### config.mk
export PLATFORM = sky130hd
export DESIGN_NAME = k285_word_aligner
export DESIGN_NICKNAME = d
export VERILOG_FILES = /design/src/rtl/k285_defs.sv /design/src/rtl/k285_bit_counter.sv /design/src/rtl/k285_word_aligner.sv
export SDC_FILE = /design/constraint.sdc
export NUM_CORES = 1
export LEC_CHECK = 0
export CORE_ASPECT_RATIO = 0.5
export CORE_MARGIN = 1.5
export CORE_UTILIZATION = 30
export DETAILED_ROUTE_END_ITERATION = 10
export PLACE_DENSITY = 0.53
export RECOVER_POWER = 25
export SYNTH_ARGS = -nofsm -noshare
export SYNTH_HDL_FRONTEND = slang
export SYNTH_SLANG_ARGS = --single-unit
export TNS_END_PERCENT = 10
### constraint.sdc
create_clock -name clk -period 3.5 [get_ports clk]
set_clock_uncertainty 0.1 [all_clocks]
set_input_delay 0.35 -clock clk [delete_from_list [all_inputs] [get_ports clk]]
set_output_delay 0.35 -clock clk [all_outputs]
set_load 0.005 [all_outputs]
### src/rtl/k285_defs.sv
// Shared constants for the 8b10b receive path: code-group width, K28.5 patterns,
// aligner state encoding and the error-counter saturation value.
package k285_defs;

  localparam int ANCHO = 10;

  localparam logic [ANCHO-1:0] K285_RDN = 10'b0011111010;
  localparam logic [ANCHO-1:0] K285_RDP = 10'b1100000101;

  localparam logic [7:0] ERR_SAT = 8'hFF;

  typedef enum logic {
    HUNT = 1'b0,
    SYNC = 1'b1
  } state_t;

endpackage

### src/rtl/k285_bit_counter.sv
// Mod-ANCHO bit position counter; loads 1 on a comma pulse, zero latency flags.
// Holds while enb is low; no backpressure of its own.
module k285_bit_counter
  import k285_defs::*;
#(
  parameter int WIDTH = ANCHO
) (
  input  logic clk,
  input  logic rst,
  input  logic enb,
  input  logic load,
  output logic at_first,
  output logic at_last
);

  logic [3:0] bit_cnt;

  always_ff @(posedge clk or negedge rst) begin
    if (!rst) begin
      bit_cnt <= '0;
    end else if (enb) begin
      if (load) begin
        bit_cnt <= 4'd1;
      end else if (at_last) begin
        bit_cnt <= '0;
      end else begin
        bit_cnt <= bit_cnt + 4'd1;
      end
    end
  end

  assign at_first = (bit_cnt == 4'd0);
  assign at_last  = (bit_cnt == 4'(WIDTH - 1));

endmodule

### src/rtl/k285_word_aligner.sv
// Frames the serial stream into code groups on K28.5 boundaries; strobe 1 cycle after last bit, enb stalls everything.
// K285_ALIGNER_STRIP_COMMA_EN: comma words flag esComa but raise no dataValid.
module k285_word_aligner #(
  parameter int                   ANCHO       = k285_defs::ANCHO,
  parameter logic [ANCHO-1:0]     valork285   = k285_defs::K285_RDN,
  parameter logic [ANCHO-1:0]     valork285p  = k285_defs::K285_RDP,
  parameter int                   MAXPALABRAS = 64,
  parameter int                   PwrC        = 0
) (
  input  logic             clk,
  input  logic             rst,
  input  logic             enb,
  input  logic             entrada,
  input  logic             esk285,
  output logic [ANCHO-1:0] dataOut,
  output logic             dataValid,
  output logic             esComa,
  output logic             alineado,
  output logic [7:0]       errAlineo
);

  import k285_defs::*;

  if (MAXPALABRAS < 1 || MAXPALABRAS > 255 || PwrC < 0) begin : g_bad_param
    $error("k285_word_aligner: MAXPALABRAS must be 1..255 and PwrC non-negative");
  end

  logic [ANCHO-2:0] shreg;
  logic [ANCHO-1:0] word;
  logic             at_first;
  logic             at_last;
  state_t           state;
  state_t           state_nxt;
  logic [7:0]       word_cnt;
  logic [7:0]       word_cnt_nxt;
  logic             word_done;
  logic             is_comma;
  logic             phase_err;
  logic             timeout;
  logic             strobe;

  k285_bit_counter #(
    .WIDTH (ANCHO)
  ) u_bit_counter (
    .clk      (clk),
    .rst      (rst),
    .enb      (enb),
    .load     (esk285),
    .at_first (at_first),
    .at_last  (at_last)
  );

  assign word     = {shreg, entrada};
  assign is_comma = (word == valork285) || (word == valork285p);

`ifdef K285_ALIGNER_STRIP_COMMA_EN
  assign strobe = word_done && !is_comma;
`else
  assign strobe = word_done;
`endif

  always_ff @(posedge clk or negedge rst) begin
    if (!rst) begin
      state <= HUNT;
    end else if (enb) begin
      state <= state_nxt;
    end
  end

  // A comma pulse always restarts the word and the no-comma run, even on a timeout edge.
  always_comb begin
    state_nxt    = state;
    word_cnt_nxt = word_cnt;
    word_done    = 1'b0;
    phase_err    = 1'b0;
    timeout      = 1'b0;
    case (state)
      HUNT: begin
        if (esk285) begin
          state_nxt    = SYNC;
          word_cnt_nxt = '0;
        end
      end
      SYNC: begin
        if (esk285) begin
          phase_err    = !at_first;
          word_cnt_nxt = '0;
        end else if (at_last) begin
          word_done = 1'b1;
          if (is_comma) begin
            word_cnt_nxt = '0;
          end else if (word_cnt + 8'd1 == 8'(MAXPALABRAS)) begin
            timeout      = 1'b1;
            state_nxt    = HUNT;
            word_cnt_nxt = '0;
          end else begin
            word_cnt_nxt = word_cnt + 8'd1;
          end
        end
      end
    endcase
  end

  always_ff @(posedge clk or negedge rst) begin
    if (!rst) begin
      shreg     <= '0;
      word_cnt  <= '0;
      dataOut   <= '0;
      dataValid <= 1'b0;
      esComa    <= 1'b0;
      alineado  <= 1'b0;
      errAlineo <= '0;
    end else begin
      dataValid <= 1'b0;
      esComa    <= 1'b0;
      if (enb) begin
        shreg     <= word[ANCHO-2:0];
        word_cnt  <= word_cnt_nxt;
        alineado  <= (state_nxt == SYNC);
        dataValid <= strobe;
        if (word_done) begin
          dataOut <= word;
          esComa  <= is_comma;
        end
        if ((phase_err || timeout) && errAlineo != ERR_SAT) begin
          errAlineo <= errAlineo + 8'd1;
        end
      end
    end
  end

endmodule

* Word level (Yosys, flattened, before mapping) *
Index checks and enable logic that the tools add are counted.

word-level totals
  word-level logic and storage cells = 54
  bits of input ports = 5
  bits in registers = 42
  output and inout bits = 21

operators by class
  $add $sub $neg = 3
  reductions and logical operators = 8
  bitwise logic cells = 1
  mux-type cells = 27
  eq/ne operators = 7

operator list
  kind                  number
  $mux 8                5
  $mux 1                18
  $add 8x1->8 const B   2
  $pmux 8 s2            1
  $eq 10x10->1 const B  1
  $eq 10x8->1 const B   1
  $eq 8x7->1 const B    1
  $mux 4                2
  $ne 8x8->1 const B    1
  $add 4x1->4 const B   1
  $eq 4x4->1 const B    1
  $logic_not 4->1       1
  $reduce_and 2->1      2
  $ne 3x3->1 const B    1
  $reduce_and 3->1      1
  $logic_or 1x1->1      2
  $ne 2x2->1 const B    1
  $pmux 1 s2            1
  $logic_and 1x1->1     1
  $logic_not 1->1       1
  $not 1->1             1

* Longest topological paths before layout *
  depth after elaboration = 10
  mapped depth = 9
  gate-level depth less buffers = 8

* Hierarchy *
A second synthesis with hierarchy kept.

unflattened totals
  cell total of the unflattened synthesis = 168
  area total of the unflattened synthesis = 2034.5 µm²

modules (own cells, without submodules)
  module             area an instance (µm²)  seq. area each (µm²)  cells each  instances
  k285_word_aligner  1770.4                  950.9                 141         1
  k285_bit_counter   264.0                   100.1                 27          1

* Worst setup path after synthesis *
Ideal clock, no wire load.

  kind = register to register
  from = register word_cnt[0]
  to = register errAlineo[5]
  path slack = 1.359 ns
  data required time = 3.321 ns
  period minus slack after synthesis = 2.141 ns
  arrival time = 1.962 ns
  library setup time = 0.079 ns
  buffers on the path = 0
  cell stages (with the launch flop) = 8
  cell sequence = dfrtp_1 > ha_1 > or3b_1 > a211oi_2 > o2111a_2 > a41oi_4 > nor3_1 > xor2_1

on the way
  cells in the longest elaborated chain, start to end = 10

ends and longest elaborated chain
  item                        RTL line                  text
  start: declaration          k285_word_aligner.sv:34   logic [7:0] word_cnt;
  start signal: assignment    k285_word_aligner.sv:118  word_cnt <= word_cnt_nxt;
  $add 8x1->8                 k285_word_aligner.sv:92   end else if (word_cnt + 8'd1 == 8'(MAXPALABRAS)) begin
  $eq 8x7->1                  k285_word_aligner.sv:92
  $mux 1                      k285_word_aligner.sv:92
  $mux 1                      k285_word_aligner.sv:90   if (is_comma) begin
  $mux 1                      k285_word_aligner.sv:88   end else if (at_last) begin
  $mux 1                      k285_word_aligner.sv:85   if (esk285) begin
  $mux 1                      k285_word_aligner.sv:77   case (state)
  $logic_or 1x1->1            k285_word_aligner.sv:125  if ((phase_err || timeout) && errAlineo != ERR_SAT) begin
  $logic_and 1x1->1           k285_word_aligner.sv:125
  $reduce_and 2->1 (no line)  --
  end signal: assignment      k285_word_aligner.sv:126  errAlineo <= errAlineo + 8'd1;
  end: declaration            k285_word_aligner.sv:19   output logic [7:0] errAlineo

No other way between the ends.
A chain may end at the register's enable or synchronous reset.

* Worst setup path after layout *
  from = register word_cnt[0]
  to = register errAlineo[7]

Same word-level chain as after synthesis.

==> key figures <==
STA
  • RSZ-0062 raised after global routing: no
  • Highest Clock Rate: 0.415 GHz
  • Tightest Pin Transition: roughly 2200 ps
  • Final setup fails: 0
  • Setup TNS Final: 0 ps
  • Post-route minimum period: between 2000 and 2500 ps
  • Final hold violation count: 0
  • Worst hold slack: approximately 400 ps
  • Slew Limit Fails: 43
  • Final Cycle Share: 68.8%
  • Max-slew headroom: -49.8%

GRT
  • Largest net degree at the start of global routing: 43
  • First-pass GRT wire length: around 6.7 mm
  • Tot GR Track Use: between 10% and 20%
  • Initial antenna violation count: 0
  • Total gr overflow: 0
  • Number of global-route vias before repair: about 1,400

Clock tree
  • CTS resizes: 0
  • Setup repair bufs after CTS: 0
  • Post-cts hold buffer count: 0
  • Clk buf depth: 2
  • Clk pin slew, worst setup/hold paths: about 60 ps
  • TritonCTS clock tree: done
  • Clock Sinks: 42
  • Clock Latency Late Sink: 280 ps
  • Htree depth: 2
  • CTS root buf: clkbuf_16
  • Number of CTS-inserted buffers: 5

Drt
  • TritonRoute pass-1 iters: 4
  • Vias: 1,388
  • Antenna viol nets, final: 0
  • Initial DRC Count: 41
  • Via/cell ratio: 4.85
  • Wirelength per Cell: about 13 um
  • DR DRC count: 0
  • DRT Wirelength: ~3.8 mm

Layout
  • Reg area: ~1100 um2
  • Area grow syn2layout: 27.2%
  • Finished Core Util: between 40% and 50%
  • Footprint of the multi-input gates: around 900 um2
  • Design area: 2540 um2
  • Share of cells above drive strength 1: 17.7%
  • Fillers: 616
  • Antenna Cells: 0
  • Layout net count: around 210

Logic synthesis
  • Ranking of synthesized cells by area: dfrtp_1 53%, mux2_2 12%, ha_1 3.1%, xor2_1 2.6%, nand3_1 2.5%
  • Synthesized area: around 2000 um2
  • Syn Nets: about 180
  • Netlist cell types: 38
  • Post-Synthesis Cells: around 170
  • Main synth FF type: dfrtp_1
  • Synth area leader: dfrtp_1
  • Syn Area/Cell: 11.8 um2
  • Async SR Flop Fraction: 100%
  • Synth top area share: 52.7%
  • Number of synthesis warnings: 0
  • Count leader, synth: dfrtp_1
  • Sequential area share after synthesis: 52.7%
  • Yosys reg bits: 42
  • Post-synth EDFFs: 0
  • Top post-synthesis cells by count: 42 x dfrtp_1, 21 x mux2_2, 10 x nand2_1, 10 x nand3_1, 9 x nor2_1

Placement
  • Port bufs: 25
  • RD Place Congestion: about 0.81
  • Post-DP HPWL: 2.64 mm
  • DP Area: between 2000 and 2500 um2

Min path
  • Worst Hold Class: flip-flop to flip-flop

Outcome
  • Status: complete, but fails checks
  • Failing checks: capacitance limit, slew limit

Die
  • Die height: a little over 60 um
  • Starting Density: between 30% and 40%
  • Die Area: 7180 um2
  • Core area: slightly above 6000 um2
  • I/O pin count: 26
  • Rows: 20
  • Chip Width: between 100 and 150 um

Critical path
  • Worst setup EP type: flip-flop
  • Worst-path cell chain: ha_1, or3b_1, a211oi_2, o2111a_2, a41oi_4, nor3_1, xor2_1
  • CP max stage delay: 430 ps
  • Critical Path Slowest Stage Cell: dfrtp_1
  • WP data arrival: 2510 ps
  • Critical path class: flip-flop to flip-flop
  • CP Buf/Inv Count: 0
  • WP data required: 3600 ps
  • Crit path launch type: flip-flop
  • CP Max Fanout: 8
  • Worst path top cell family by delay: simple AND/OR/NAND/NOR gates

Power
  • Maximum vdd ir drop: 0.283 mV
  • P_leak: about 1.1 nW
  • PwrDens: between 600 and 700 nW/um2

Run
  • Max-Cap Viols: 1
[state kept, by name, indices dropped and copies added (netlist names)]
name,cells
errAlineo,8
word_cnt,8
esComa,1
dataValid,1
dataOut,10
u_bit_counter.bit_cnt,4
shreg,9
alineado,1
[metrics by stage]
step	cells	total power (W)	setup WS (ps)
2_1_floorplan	169	0.000884	1360
3_3_place_gp	278	0.00109	1000
6_report	286	0.00170	1090
5_1_grt	286	0.00180	895
3_5_place_dp	278	0.00110	1020
4_1_cts	286	0.00172	1090
[where the power goes]
| part | total [W] | internal [W] | switching [W] |
|---|---|---|---|
| sequential | 0.000716 | 0.000606 | 0.000110 |
| combinational | 0.000370 | 0.000246 | 0.000124 |
| clock | 0.000612 | 0.000428 | 0.000184 |
| total | 0.00170 | 0.00128 | 0.000417 |
[metal layers]
metal	global-route usage [%]	routed length [um]	vias to the layer above
met4	5.92	57	0
li1	-	-	676
met5	0	0	-
met3	3.01	145	5
met2	19.9	1750	20
met1	15.1	1870	687
[path summary, 6_finish.rpt]
kind	from	to	slack, ps	cells after the start
max in group asynchronous	rst	word_cnt[2]$_DFFE_PN0P_	1390	1
hold reg to reg	errAlineo[7]$_DFFE_PN0P_	errAlineo[7]$_DFFE_PN0P_	400	1
setup reg to reg	word_cnt[0]$_DFFE_PN0P_	errAlineo[7]$_DFFE_PN0P_	1090	7
setup / recovery	word_cnt[0]$_DFFE_PN0P_	errAlineo[7]$_DFFE_PN0P_	1090	7
min in group asynchronous	rst	errAlineo[6]$_DFFE_PN0P_	640	1
hold / removal	errAlineo[7]$_DFFE_PN0P_	errAlineo[7]$_DFFE_PN0P_	400	1
[area by class of cell]
type | count | area share, %
flip-flops and latches | 42 | 41.4
multi-input cells | 117 | 35.6
repair buffers | 27 | 10.2
clock buffers | 6 | 5.47
well taps | 88 | 4.34
clock inverters | 2 | 2.37
inverters | 4 | 0.592
[worst reg2reg max path: stages, from the launching register on]
cell,delay (ps)
dfrtp_1,430
ha_1,290
or3b_1,380
a211oi_2,180
o2111a_2,270
a41oi_4,200
nor3_1,300
xor2_1,170
[cell families after synthesis]
group | count (synthesis) | share of synthesized area, %
xor+xnor | 8 | 3.51
buf+inv | 10 | 2.01
simple gates | 57 | 16.5
fa+ha+maj | 5 | 3.14
flops | 42 | 52.7
compound gates | 26 | 10.3
mux | 21 | 11.9
[placed cells by master, fill, tap and decap left out, drive strengths merged, types with 3 or more instances in the layout]
cell | synthesis | layout
dfrtp | 42 | 42
clkdlybuf4s50 | 0 | 24
mux2 | 21 | 21
nand2 | 10 | 10
nand3 | 10 | 10
nor2 | 9 | 9
o21ai | 8 | 8
clkbuf | 4 | 7
xor2 | 6 | 6
nand4 | 5 | 5
ha | 5 | 5
inv | 4 | 4
nor2b | 3 | 3
and3 | 3 | 3
a22o | 3 | 3
nor3 | 3 | 3
No activity file was read; power rests on OpenSTA's default activity.
